<file path="config.mk">
export PLATFORM = sky130hd
export DESIGN_NAME = prog_launcher_flat
export DESIGN_NICKNAME = d
export VERILOG_FILES = /design/src/rtl/prog_launcher_if.sv /design/src/rtl/prog_launcher.sv /design/src/flat_wrapper.sv
export SDC_FILE = /design/constraint.sdc
export NUM_CORES = 1
export LEC_CHECK = 0
export BUFFER_PORTS_ARGS = -buffer_cell sky130_fd_sc_hd__buf_2
export CORE_MARGIN = 2
export CORE_UTILIZATION = 43
export CTS_CLUSTER_SIZE = 24
export DETAILED_ROUTE_END_ITERATION = 8
export PLACE_DENSITY = 0.65
export SKIP_LAST_GASP = 1
export SLEW_MARGIN = 20
export SYNTH_ARGS = -nofsm -noshare
export SYNTH_HDL_FRONTEND = slang
export SYNTH_SLANG_ARGS = --single-unit
</file>
<file path="constraint.sdc">
create_clock -name Clk -period 3.9 [get_ports Clk]
set_input_delay 0.585 -clock Clk [delete_from_list [all_inputs] [get_ports Clk]]
set_output_delay 0.585 -clock Clk [all_outputs]
set_load 0.02 [all_outputs]
</file>
<file path="src/rtl/prog_launcher_if.sv">
// prog_launcher_if
//   Bundles the batch-control and core-handshake signals of prog_launcher.
//   The master modport belongs to the launcher. The slave modport belongs to
//   the environment that drives Go and DutAck: the wrapper, core and host.
//
//   Go          environment -> launcher   start a batch
//   DutAck      core        -> launcher   program finished (core's Ack)
//   DutReset    launcher    -> core       core reset
//   DutStart    launcher    -> core       core start
//   ProgIdx     launcher    -> host       program in progress / last finished
//   CycleCount  launcher    -> host       live RUN-cycle counter
//   LastCount   launcher    -> host       cycle count of last finished program
//   CountValid  launcher    -> host       one-cycle result strobe
//   TimedOut    launcher    -> host       result was a timeout
//   Busy        launcher    -> host       batch in progress
//   Done        launcher    -> host       batch complete
interface prog_launcher_if #(
    parameter int NUM_PROGS = 3,
    parameter int CNT_W     = 16
);
    localparam int IDX_W = (NUM_PROGS > 1) ? $clog2(NUM_PROGS) : 1;

    logic             Go;
    logic             DutAck;
    logic             DutReset;
    logic             DutStart;
    logic [IDX_W-1:0] ProgIdx;
    logic [CNT_W-1:0] CycleCount;
    logic [CNT_W-1:0] LastCount;
    logic             CountValid;
    logic             TimedOut;
    logic             Busy;
    logic             Done;

    modport master (
        input  Go, DutAck,
        output DutReset, DutStart, ProgIdx, CycleCount, LastCount,
               CountValid, TimedOut, Busy, Done
    );

    modport slave (
        output Go, DutAck,
        input  DutReset, DutStart, ProgIdx, CycleCount, LastCount,
               CountValid, TimedOut, Busy, Done
    );
endinterface

</file>
<file path="src/rtl/prog_launcher.sv">
// prog_launcher
//   Host-side initiator for the core's Reset/Start/Ack program handshake.
//   It runs NUM_PROGS programs back to back. For each program it holds the
//   core in reset, pulses Start and then counts RUN cycles until Ack arrives
//   or TIMEOUT expires. It reports each result as a one-cycle CountValid
//   record.
//
//   Clk    clock; all state changes on the rising edge
//   Reset  asynchronous, active-high; clears all state immediately
//   bus    prog_launcher_if.master: Go/DutAck in; DutReset, DutStart,
//          ProgIdx, CycleCount, LastCount, CountValid, TimedOut, Busy and
//          Done out. Every output comes straight from a register.
module prog_launcher #(
    parameter int          NUM_PROGS    = 3,
    parameter int          CNT_W        = 16,
    parameter int unsigned TIMEOUT      = 50000,
    parameter int          RESET_CYCLES = 2,
    parameter int          START_CYCLES = 1
) (
    input  logic                  Clk,
    input  logic                  Reset,
    prog_launcher_if.master       bus
);
    localparam int IDX_W  = (NUM_PROGS > 1) ? $clog2(NUM_PROGS) : 1;
    localparam int PH_MAX = (RESET_CYCLES > START_CYCLES) ? RESET_CYCLES : START_CYCLES;
    localparam int PH_W   = (PH_MAX > 1) ? $clog2(PH_MAX) : 1;

    localparam logic [IDX_W-1:0] LAST_IDX    = IDX_W'(NUM_PROGS - 1);
    localparam logic [CNT_W-1:0] TIMEOUT_CNT = CNT_W'(TIMEOUT);
    localparam logic [CNT_W-1:0] TIMEOUT_M1  = CNT_W'(TIMEOUT - 1);
    localparam logic [PH_W-1:0]  RST_LAST    = PH_W'(RESET_CYCLES - 1);
    localparam logic [PH_W-1:0]  START_LAST  = PH_W'(START_CYCLES - 1);

    typedef enum logic [2:0] {
        ST_IDLE,
        ST_RST,
        ST_START,
        ST_RUN,
        ST_DONE
    } state_e;

    state_e           state_q;
    logic [PH_W-1:0]  phase_q;        // cycles spent so far in RST / START
    logic [IDX_W-1:0] prog_idx_q;
    logic [CNT_W-1:0] cycle_count_q;
    logic [CNT_W-1:0] last_count_q;
    logic             count_valid_q;
    logic             timed_out_q;
    logic             dut_reset_q;
    logic             dut_start_q;
    logic             busy_q;
    logic             done_q;

    // NOTE: the clocked process uses only non-blocking assignments. Every
    // register then updates from the values that held before the edge.
    // Blocking assignments would make the outcome depend on statement order.
    always_ff @(posedge Clk or posedge Reset) begin
        if (Reset) begin
            state_q       <= ST_IDLE;
            phase_q       <= '0;
            prog_idx_q    <= '0;
            cycle_count_q <= '0;
            last_count_q  <= '0;
            count_valid_q <= 1'b0;
            timed_out_q   <= 1'b0;
            dut_reset_q   <= 1'b1;
            dut_start_q   <= 1'b0;
            busy_q        <= 1'b0;
            done_q        <= 1'b0;
        end else begin
            // Result strobes last for a single cycle unless RUN re-arms them.
            count_valid_q <= 1'b0;
            timed_out_q   <= 1'b0;

            case (state_q)
                ST_IDLE, ST_DONE: begin
                    if (bus.Go) begin
                        state_q     <= ST_RST;
                        phase_q     <= '0;
                        prog_idx_q  <= '0;
                        dut_reset_q <= 1'b1;
                        dut_start_q <= 1'b0;
                        busy_q      <= 1'b1;
                        done_q      <= 1'b0;
                    end
                end

                ST_RST: begin
                    // ProgIdx still names the finished program while its
                    // CountValid record is visible. It advances at the end
                    // of the first RST cycle that follows a result.
                    if (count_valid_q) begin
                        prog_idx_q <= prog_idx_q + IDX_W'(1);
                    end
                    if (phase_q == RST_LAST) begin
                        state_q     <= ST_START;
                        phase_q     <= '0;
                        dut_reset_q <= 1'b0;
                        dut_start_q <= 1'b1;
                    end else begin
                        phase_q <= phase_q + PH_W'(1);
                    end
                end

                ST_START: begin
                    if (phase_q == START_LAST) begin
                        state_q       <= ST_RUN;
                        phase_q       <= '0;
                        dut_start_q   <= 1'b0;
                        cycle_count_q <= '0;
                    end else begin
                        phase_q <= phase_q + PH_W'(1);
                    end
                end

                ST_RUN: begin
                    // Ack is checked before the timeout, so Ack wins when both
                    // happen on the last allowed cycle. The counter stops at
                    // TIMEOUT-1 and therefore never wraps.
                    if (bus.DutAck || (cycle_count_q == TIMEOUT_M1)) begin
                        count_valid_q <= 1'b1;
                        timed_out_q   <= !bus.DutAck;
                        last_count_q  <= bus.DutAck ? cycle_count_q : TIMEOUT_CNT;
                        if (prog_idx_q == LAST_IDX) begin
                            state_q <= ST_DONE;
                            busy_q  <= 1'b0;
                            done_q  <= 1'b1;
                        end else begin
                            state_q     <= ST_RST;
                            phase_q     <= '0;
                            dut_reset_q <= 1'b1;
                        end
                    end else begin
                        cycle_count_q <= cycle_count_q + CNT_W'(1);
                    end
                end

                default: begin
                    state_q     <= ST_IDLE;
                    dut_reset_q <= 1'b1;
                    dut_start_q <= 1'b0;
                    busy_q      <= 1'b0;
                    done_q      <= 1'b0;
                end
            endcase
        end
    end

    assign bus.DutReset   = dut_reset_q;
    assign bus.DutStart   = dut_start_q;
    assign bus.ProgIdx    = prog_idx_q;
    assign bus.CycleCount = cycle_count_q;
    assign bus.LastCount  = last_count_q;
    assign bus.CountValid = count_valid_q;
    assign bus.TimedOut   = timed_out_q;
    assign bus.Busy       = busy_q;
    assign bus.Done       = done_q;
endmodule

</file>
<file path="src/flat_wrapper.sv">
// flat-port wrapper written by rule: the top's interface ports become plain ports
module prog_launcher_flat 
#(
    parameter int          NUM_PROGS    = 3,
    parameter int          CNT_W        = 16,
    parameter int unsigned TIMEOUT      = 50000,
    parameter int          RESET_CYCLES = 2,
    parameter int          START_CYCLES = 1
)
  (Clk, Reset, bus_Go, bus_DutAck, bus_DutReset, bus_DutStart, bus_ProgIdx, bus_CycleCount, bus_LastCount, bus_CountValid, bus_TimedOut, bus_Busy, bus_Done);
  prog_launcher_if #(.NUM_PROGS(NUM_PROGS), .CNT_W(CNT_W)) bus_i ();
  input  logic Clk;
  input  logic Reset;
  input wire logic [$bits(bus_i.Go)-1:0] bus_Go;
  input wire logic [$bits(bus_i.DutAck)-1:0] bus_DutAck;
  output wire logic [$bits(bus_i.DutReset)-1:0] bus_DutReset;
  output wire logic [$bits(bus_i.DutStart)-1:0] bus_DutStart;
  output wire logic [$bits(bus_i.ProgIdx)-1:0] bus_ProgIdx;
  output wire logic [$bits(bus_i.CycleCount)-1:0] bus_CycleCount;
  output wire logic [$bits(bus_i.LastCount)-1:0] bus_LastCount;
  output wire logic [$bits(bus_i.CountValid)-1:0] bus_CountValid;
  output wire logic [$bits(bus_i.TimedOut)-1:0] bus_TimedOut;
  output wire logic [$bits(bus_i.Busy)-1:0] bus_Busy;
  output wire logic [$bits(bus_i.Done)-1:0] bus_Done;
  assign bus_i.Go = bus_Go;
  assign bus_i.DutAck = bus_DutAck;
  assign bus_DutReset = bus_i.DutReset;
  assign bus_DutStart = bus_i.DutStart;
  assign bus_ProgIdx = bus_i.ProgIdx;
  assign bus_CycleCount = bus_i.CycleCount;
  assign bus_LastCount = bus_i.LastCount;
  assign bus_CountValid = bus_i.CountValid;
  assign bus_TimedOut = bus_i.TimedOut;
  assign bus_Busy = bus_i.Busy;
  assign bus_Done = bus_i.Done;
  prog_launcher #(.NUM_PROGS(NUM_PROGS), .CNT_W(CNT_W), .TIMEOUT(TIMEOUT), .RESET_CYCLES(RESET_CYCLES), .START_CYCLES(START_CYCLES)) u_core (.Clk(Clk), .Reset(Reset), .bus(bus_i));
endmodule
</file>
==> results of run 1 <==
[flip-flops by register name (all words and copies together) (netlist names)]
register	count
u_core.phase_q	1
u_core.bus.TimedOut	1
u_core.bus.ProgIdx	2
u_core.bus.CountValid	1
u_core.bus.Busy	1
u_core.bus.Done	1
u_core.state_q	3
u_core.bus.DutReset	1
u_core.bus.DutStart	1
u_core.bus.LastCount	16
u_core.bus.CycleCount	16
[Yosys cell counts (4+ instances only)]
library cell	n	area (um^2)
nor2_1	6	22.52
o22a_1	5	43.79
o21ai_0	13	65.06
buf_2	5	25.02
or3_1	6	37.54
nor3_1	5	25.02
o211ai_1	4	30.03
nand3_1	8	40.04
a22o_1	12	105.1
a21oi_1	13	65.06
clkbuf_1	7	26.28
dfrtp_1	43	1076
inv_1	8	30.03
nand2_1	12	45.04
[final cells by class]
cell class              count  area, um^2
fillers                   442        2247
flip-flops and latches     44        1102
multi-input cells         135       922.1
repair buffers             45       230.2
well taps                  67       83.83
clock buffers               6       72.57
clock inverters             2       35.03
inverters                   8       30.03
[power groups by stage]
stage	sequential, W	clock (W)	combinational (W)
2_1_floorplan	0.000764	0	0.000341
3_3_place_gp	0.000693	0	0.000557
3_5_place_dp	0.000695	0	0.000561
4_1_cts	0.000687	0.000348	0.000565
5_1_grt	0.000707	0.000371	0.000615
6_report	0.000688	0.000341	0.000559
[kinds of logic (layout without fill, tap and decap cells)]
group | Yosys count | in the layout | synth area share
flip-flops | 44 | 44 | 0.5235
adder cells (fa/ha/maj) | 2 | 2 | 0.01188
AO/OA/AOI/OAI | 65 | 65 | 0.2175
buffers and inverters | 20 | 61 | 0.03862
multiplexers | 2 | 2 | 0.009507
XOR/XNOR | 2 | 2 | 0.008320
AND/OR/NAND/NOR | 64 | 64 | 0.1907
[routing by layer]
layer / global-route usage / vias to the layer above / part of all wire / wire length [um]
met1: 0.2616 / 829 / 0.49 / 2285
li1: - / 836 / - / -
met2: 0.2698 / 39 / 0.45 / 2109
met5: 0 / - / 0 / 0
met3: 0.04607 / 8 / 0.045 / 211
met4: 0.06869 / 0 / 0.013 / 60
[worst register-to-register path: cells and delay by family (launching register included)]
family	cells	cell delay, ns
DFF	1	0.67
and+or+nand+nor	3	1.49
AOI/OAI and AO/OA	1	0.16
[stage by stage]
| stage | area [um^2] | power (W) | setup slack [ns] | cells | util |
|---|---|---|---|---|---|
| floorplan | 2106 | 0.001105 | 1.923 | 199 | - |
| global placement | 2369 | 0.001250 | 1.505 | 299 | 0.5015 |
| detailed placement | 2369 | 0.001256 | 1.461 | 299 | 0.5015 |
| CTS | 2476 | 0.001600 | 1.543 | 307 | 0.5242 |
| global route | 2476 | 0.001693 | 1.365 | 307 | 0.5242 |
| finish | 2476 | 0.001588 | 1.509 | 307 | 0.5242 |
[worst max path at each step]
stage,slack (ns),endpoint,start,cells after the start
6_report,1.51,u_core.bus.CycleCount[15]$_DFFE_PP0P_,u_core.state_q[1]$_DFFE_PP0P_,4
5_1_grt,1.37,u_core.bus.CycleCount[15]$_DFFE_PP0P_,u_core.state_q[1]$_DFFE_PP0P_,4
4_1_cts,1.54,u_core.bus.CycleCount[15]$_DFFE_PP0P_,u_core.state_q[1]$_DFFE_PP0P_,4
3_5_place_dp,1.46,u_core.bus.CycleCount[15]$_DFFE_PP0P_,bus_DutAck,5
3_3_place_gp,1.51,u_core.bus.CycleCount[11]$_DFFE_PP0P_,bus_DutAck,5
2_1_floorplan,1.92,u_core.bus.CycleCount[11]$_DFFE_PP0P_,bus_DutAck,4
==> flow_summary.yaml, run 1 <==
run_status:
  status: "completed"
clocking:
  numCtsBuffers: 5
  cts_tree: "built"
  cts_sinks: 44
  clk_latency_ns: 0.30
  cts_setup_buffers: 0
  hold_buffers: 0
  ctsResizeCount: 0
  clockBufferDepth: 2
  cts_root_buffer: "clkbuf_8"
  cts.clk_slew.worst_paths_ns: 0.08
  htree_levels: 2
yosys:
  ys.flop_type: "dfrtp_1"
  yosysSeqAreaShare: 0.5235
  synth_edf_count: 0
  ys_ff_latch: 44
  yosys_warnings: 0
  yosysUniqueCellTypes: 49
  syn_avg_cell_area_um2: 10.58
  synth_nets: 205
  synth_area_um2: 2106
  synthCells: 199
  synthArstFlopShare: 1.000
power:
  seq_power_share: 0.433
  p_per_area_nw_per_um2: 641.5
  pwr-share-comb: 0.352
  clockPowerShare: 0.214
  switchingPower_w: 0.0006021
  internal_power_w: 0.0009863
  p_sw_frac: 0.3790
  p_leak_nw: 1.180
  peakVddDrop_mv: 0.3968
global_routing:
  track_usage: 0.1830
  antenna_found_initial: 0
  grt_max_degree: 45
  grt_remaining_overflow: 0
  grt_pass1_vias: 1567
  grt_pass1_wl_mm: 7.548
route:
  drc: 0
  drt-pass1-iter-count: 4
  drt-wirelength-per-cell_um: 15.20
  drt_iter0_markers: 133
  wl_mm: 4.667
  routed_via_density: 5.577
  vias: 1712
  antenna_left: 0
place:
  portBuffers: 43
  dp_hpwl_mm: 3.206
  place.gp.congestion: 0.7740
hold_path:
  min_path_type: "in -> async"
floorplanning:
  core_um2: 4723
  die_h_um: 73.98
  dieArea_um2: 5473
  initial_utilization: 0.4458
  row_count: 25
  die_w_um: 73.98
  ios: 44
setup_path:
  reg2reg_to: "u_core.bus.CycleCount[15]$_DFFE_PP0P_"
  required_ns: 4.12
  crit_chain: "nand4bb_2, or4_4, or3_1, a21oi_1"
  r2r-start: "u_core.state_q[1]$_DFFE_PP0P_"
  crit_path_end_kind: "register"
  cpMaxStageDelayCell: "or4_4"
  worstPathArrival_ns: 2.61
  path_class: "reg -> reg"
  ff2ff_path_depth: 4
  max_stage_delay_ns: 0.69
  reg2reg_setup_slack_ns: 1.51
  cp_top_family: "simple AND/OR/NAND/NOR gates"
  start_kind: "register"
  crit_buf_inv: 0
  cp_max_fo: 18
sta:
  finalSetupViolations: 0
  whs_ns: 0.3991
  fin_crit_ns: 2.391
  max_slew_margin: 0.3912
  slew_viol_final: 0
  rsz0062_at_grt: "no"
  setup_tns_ns: 0
  hold_viol: 0
  worst_slew_pin_slew_ns: 0.9108
  finClkSkew_ns: 0.003856
  fin_crit_sh: 0.6130
  max_clock_freq_ghz: 0.4183
layout:
  syn_to_final_growth_pct: 17.59
  fin_nets: 245
  antenna_cells: 0
  layout-drive-gt1-share: 0.2500
  final_cell_mix: "buf_2 (43), dfrtp_1 (43), o21ai_0 (13), a21oi_1 (13)"
job:
  cap_violations: 0
Note: power is estimated with default switching activity, not from simulation.
==> inputs of run 2 (changes only) <==
Settings changed: PLACE_DENSITY 0.65 to 0.68.
Clock period 3.9 ns to 2.1 ns, I/O delays scaled along.
==> run 2 against run 1 <==
Non-clock buffer count up 20. Design area up 6.1%. Sequential share of layout area down 2.6 points. Fmax up 26%. Combinational power up 120%. First-iteration DRC count down 16%. Critical endpoint is now u_core.bus.CycleCount[4]$_DFFE_PP0P_. Routed wire length up 5.6%. Final cell count up 6.2%. Total power up 88%.
==> flow_summary.yaml, run 2 (same netlist as run 1, synthesis figures left out) <==
route:
  antenna_left: 0
  drt_iter0_markers: 112
  vias: 1828
  routed_via_density: 5.607
  wl_mm: 4.930
  drt-wirelength-per-cell_um: 15.12
  drt-pass1-iter-count: 4
  drc: 0
setup_path:
  crit_end: "u_core.bus.CycleCount[4]$_DFFE_PP0P_"
  reg2reg_setup_slack_ns: 0.21
  r2r-start: "u_core.bus.CycleCount[0]$_DFFE_PP0P_"
  cp_max_fo: 9
  start_kind: "register"
  reg2reg_to: "u_core.bus.CycleCount[4]$_DFFE_PP0P_"
  path_class: "reg -> reg"
  startpoint: "u_core.bus.CycleCount[0]$_DFFE_PP0P_"
  crit_path_end_kind: "register"
  worstPathArrival_ns: 2.11
  ff2ff_path_depth: 6
  required_ns: 2.32
sta:
  max_slew_margin: 0.5485
  slew_viol_final: 0
  rsz0062_at_grt: "no"
  fin_crit_ns: 1.890
  hold_viol: 0
  finClkSkew_ns: 0.007552
  worst_slew_pin_slew_ns: 0.6731
  max_clock_freq_ghz: 0.5290
  setup_tns_ns: 0
  fin_crit_sh: 0.9001
  finalSetupViolations: 0
floorplanning:
  die_w_um: 73.98
  initial_utilization: 0.4458
  ios: 44
  core_um2: 4723
  dieArea_um2: 5473
  row_count: 25
  die_h_um: 73.98
power:
  clockPowerShare: 0.185
  pwr-share-comb: 0.420
  p_sw_frac: 0.3794
  seq_power_share: 0.395
  internal_power_w: 0.001856
  switchingPower_w: 0.001135
  p_per_area_nw_per_um2: 1138
  p_leak_nw: 1.286
  peakVddDrop_mv: 0.6878
global_routing:
  grt_max_degree: 28
  grt_remaining_overflow: 0
  grt_pass1_vias: 1677
  track_usage: 0.1985
  antenna_found_initial: 0
  grt_pass1_wl_mm: 8.231
job:
  cap_violations: 0
layout:
  fin_nets: 265
  antenna_cells: 0
  final_util: 0.5563
  fin_cells: 326
  final_cell_mix: "buf_2 (43), dfrtp_1 (43), buf_4 (21), o21ai_0 (13), a21oi_1 (13)"
  syn_to_final_growth_pct: 24.78
  layout-drive-gt1-share: 0.3089
clocking:
  cts.clk_slew.worst_paths_ns: 0.08
  cts_tree: "built"
  ctsResizeCount: 0
  cts_sinks: 44
  clk_latency_ns: 0.29
  cts_root_buffer: "clkbuf_8"
  htree_levels: 2
  numCtsBuffers: 5
  clockBufferDepth: 2
  hold_buffers: 0
  cts_setup_buffers: 0
place:
  post-place-cells: 319
  portBuffers: 43
  dp_hpwl_mm: 3.641
  place.gp.congestion: 0.8670
hold_path:
  min_path_type: "in -> async"
run_status:
  status: "completed"
## run 2: worst max-delay path, stage by stage (launching register included)
cell	delay (ns)
dfrtp_1	0.39
ha_1	0.26
and3_1	0.21
and4_1	0.23
buf_4	0.18
or4_1	0.40
a21oi_1	0.15
## run 2: worst min path at each step
stage,from,to,depth (start not counted)
2_1_floorplan,bus_Go,u_core.bus.Busy$_DFFE_PP0P_,1
3_3_place_gp,Reset,u_core.bus.LastCount[4]$_DFFE_PP0P_,2
3_5_place_dp,Reset,u_core.bus.LastCount[4]$_DFFE_PP0P_,2
4_1_cts,Reset,u_core.bus.ProgIdx[0]$_DFFE_PP0P_,2
5_1_grt,Reset,u_core.bus.ProgIdx[1]$_DFFE_PP0P_,2
6_report,Reset,u_core.bus.LastCount[4]$_DFFE_PP0P_,2
## run 2: per-layer routing
| layer | routed length [um] | part of all wire | global-route usage | up-vias |
|---|---|---|---|---|
| met5 | 0 | 0 | 0 | - |
| met1 | 2348 | 0.48 | 0.2777 | 898 |
| li1 | - | - | - | 871 |
| met2 | 2278 | 0.46 | 0.3085 | 53 |
| met3 | 236 | 0.048 | 0.03930 | 6 |
| met4 | 67 | 0.014 | 0.07273 | 0 |
## run 2: power by group through the flow
stage | logic, W | clock network, W | registers, W
2_1_floorplan | 0.000633 | 0 | 0.00142
3_3_place_gp | 0.00124 | 0 | 0.00120
3_5_place_dp | 0.00126 | 0 | 0.00120
4_1_cts | 0.00126 | 0.000572 | 0.00118
5_1_grt | 0.00138 | 0.000614 | 0.00121
6_report | 0.00125 | 0.000554 | 0.00118
## run 2: area by class of cell
type                       instances  area [um^2]
inverter                           8        30.03
timing repair buffer              65        392.9
clock buffer                       7        96.34
sequential                        44         1102
tap                               67        83.83
fill                             436         2096
multi-input combinational        135        922.1
## run 2: per-stage QoR
step	power, W	cell area, um^2	worst slack (ns)	hold WS, ns
CTS	0.003020	2628	0.2086	0.04157
global route	0.003205	2628	0.07965	0.06378
finish	0.002991	2628	0.2097	0.03489
detailed placement	0.002459	2531	0.1888	0.3589
global placement	0.002438	2531	0.2290	0.3599
floorplan	0.002051	2106	0.1343	0.4547
==> inputs of run 3 (changes only) <==
==> constraint.sdc (replaced) <==
create_clock -name Clk -period 2.1 [get_ports Clk]
set_input_delay 0.21 -clock Clk [delete_from_list [all_inputs] [get_ports Clk]]
set_output_delay 0.21 -clock Clk [all_outputs]
set_load 0.02 [all_outputs]
==> run 3 against run 2 <==
Critical path depth did not move. Count of clock-buffer cells in the layout is 1 lower. Hold slack improved by 0.16 ns. Core utilization grew 0.13 points. Clock power increased by 16%. Final cell count stayed put. Critical path type unchanged.
==> flow_summary.yaml, run 3 (same netlist as run 1, synthesis figures left out) <==
run_status:
  status: "completed"
sta:
  setup_tns_ns: 0
  rsz0062_at_grt: "no"
  slew_viol_final: 0
  finClkSkew_ns: 0.003273
  fin_crit_ns: 1.936
  max_slew_margin: 0.4806
  max_clock_freq_ghz: 0.5165
  worst_slew_pin_slew_ns: 0.7744
  fin_crit_sh: 0.9220
  hold_viol: 0
  finalSetupViolations: 0
layout:
  multi_input_area_um2: 922.1
  final_cell_mix: "buf_2 (43), dfrtp_1 (43), buf_4 (19), o21ai_0 (13), a21oi_1 (13)"
  register_area_um2: 1102
  syn_to_final_growth_pct: 25.07
  fin_cells: 326
  layout.filler_cells: 418
  fin_nets: 264
  antenna_cells: 0
  layout-drive-gt1-share: 0.3012
clocking:
  ctsResizeCount: 0
  numCtsBuffers: 5
  htree_levels: 2
  clk_latency_ns: 0.30
  cts_sinks: 44
  clockBufferDepth: 2
  cts_root_buffer: "clkbuf_8"
  cts_tree: "built"
  cts.clk_slew.worst_paths_ns: 0.08
  cts_setup_buffers: 0
setup_path:
  worstPathArrival_ns: 2.13
  cp_top_family: "simple AND/OR/NAND/NOR gates"
  cp_max_fo: 9
  start_kind: "register"
  ff2ff_path_depth: 6
  required_ns: 2.29
  path_class: "reg -> reg"
  critical_path_depth: 6
  crit_path_end_kind: "register"
  cpMaxStageDelayCell: "dfrtp_1"
  max_stage_delay_ns: 0.39
  crit_chain: "ha_1, and3_1, and4_1, buf_4, or2_0, a32o_1"
  crit_buf_inv: 1
global_routing:
  antenna_found_initial: 0
  grt_pass1_wl_mm: 7.990
  grt_max_degree: 25
  grt_remaining_overflow: 0
  grt_pass1_vias: 1647
  track_usage: 0.1927
hold_path:
  min_path_type: "in -> reg"
  hold_depth: 2
floorplanning:
  initial_utilization: 0.4458
  row_count: 25
  core_um2: 4723
  ios: 44
  die_h_um: 73.98
  dieArea_um2: 5473
  die_w_um: 73.98
power:
  peakVddDrop_mv: 0.6964
  internal_power_w: 0.001910
  seq_power_share: 0.387
  p_leak_nw: 1.284
  pwr-share-comb: 0.404
  p_sw_frac: 0.3772
  switchingPower_w: 0.001157
  finalPower_w: 0.003067
  clockPowerShare: 0.209
  p_per_area_nw_per_um2: 1164
route:
  drt_iter0_markers: 88
  drt-wirelength-per-cell_um: 14.70
  vias: 1835
  wl_mm: 4.791
  antenna_left: 0
  drt-pass1-iter-count: 4
  drc: 0
  routed_via_density: 5.629
place:
  dp_hpwl_mm: 3.546
  place.gp.congestion: 0.8287
  post-place-cells: 317
  portBuffers: 43
job:
  cap_violations: 0
-- run 3: cell count changes in the layout (fill, tap and decap cells not counted) --
cell | before | now
dlygate4sd3_1 | 0 | 1
clkinv_2 | 0 | 1
clkbuf_1 | 0 | 1
clkbuf_8 | 7 | 5
buf_4 | 21 | 19
bufinv_16 | 0 | 1
-- run 3: final cells by class --
cell class	count	share of cell area
flip-flops and latches	44	0.4185
inverters	8	0.01140
well taps	67	0.03183
multi-input cells	135	0.3501
clock buffers	6	0.02755
clock inverters	2	0.01330
repair buffers	64	0.1473
-- run 3: per-stage QoR --
stage	hold WS, ns	cell area, um^2	setup WS [ns]	util
finish	0.1948	2634	0.1638	0.5576
global route	0.1926	2634	0.03579	0.5576
CTS	0.1910	2634	0.1537	0.5576
detailed placement	0.2964	2516	0.1619	0.5327
global placement	0.2916	2516	0.1979	0.5327
floorplan	0.3497	2106	0.1343	-
-- run 3: worst paths after layout --
check	slack [ns]	end	startpoint
worst min register to register	0.50	u_core.bus.LastCount[13]$_DFFE_PP0P_	u_core.bus.LastCount[13]$_DFFE_PP0P_
worst min-delay path	0.19	u_core.bus.Busy$_DFFE_PP0P_	bus_Go
worst max register to register	0.16	u_core.state_q[2]$_DFFE_PP0P_	u_core.bus.CycleCount[0]$_DFFE_PP0P_
max in group asynchronous	1.09	u_core.bus.CycleCount[5]$_DFFE_PP0P_	Reset
min in group asynchronous	0.49	u_core.bus.LastCount[4]$_DFFE_PP0P_	Reset
worst max-delay path	0.16	u_core.state_q[2]$_DFFE_PP0P_	u_core.bus.CycleCount[0]$_DFFE_PP0P_
-- run 3: timing repair --
action / 4_1_cts / 5_1_grt
hold endpoints to repair: 19 / 0
endpoints found under the setup margin: 0 / 0
hold buffers: 1 / 0
-- run 3: worst reg2reg max path, stage by stage, from the launching register on --
cell	delay, ns
dfrtp_1	0.39
ha_1	0.26
and3_1	0.21
and4_1	0.21
buf_4	0.17
or2_0	0.29
a32o_1	0.30
-- run 3: metal layers --
metal / global-route usage / up-vias / share of wire
met3: 0.04336 / 9 / 0.060
met4: 0.06869 / 0 / 0.016
met5: 0 / - / 0
met1: 0.2831 / 876 / 0.48
met2: 0.2817 / 72 / 0.44
li1: - / 878 / -
-- run 3: power groups by stage --
stage | logic, W | registers [W] | clock network (W)
finish | 0.00124 | 0.00119 | 0.000641
global route | 0.00136 | 0.00122 | 0.000685
CTS | 0.00125 | 0.00119 | 0.000654
detailed placement | 0.00124 | 0.00121 | 0
global placement | 0.00123 | 0.00120 | 0
floorplan | 0.000633 | 0.00142 | 0
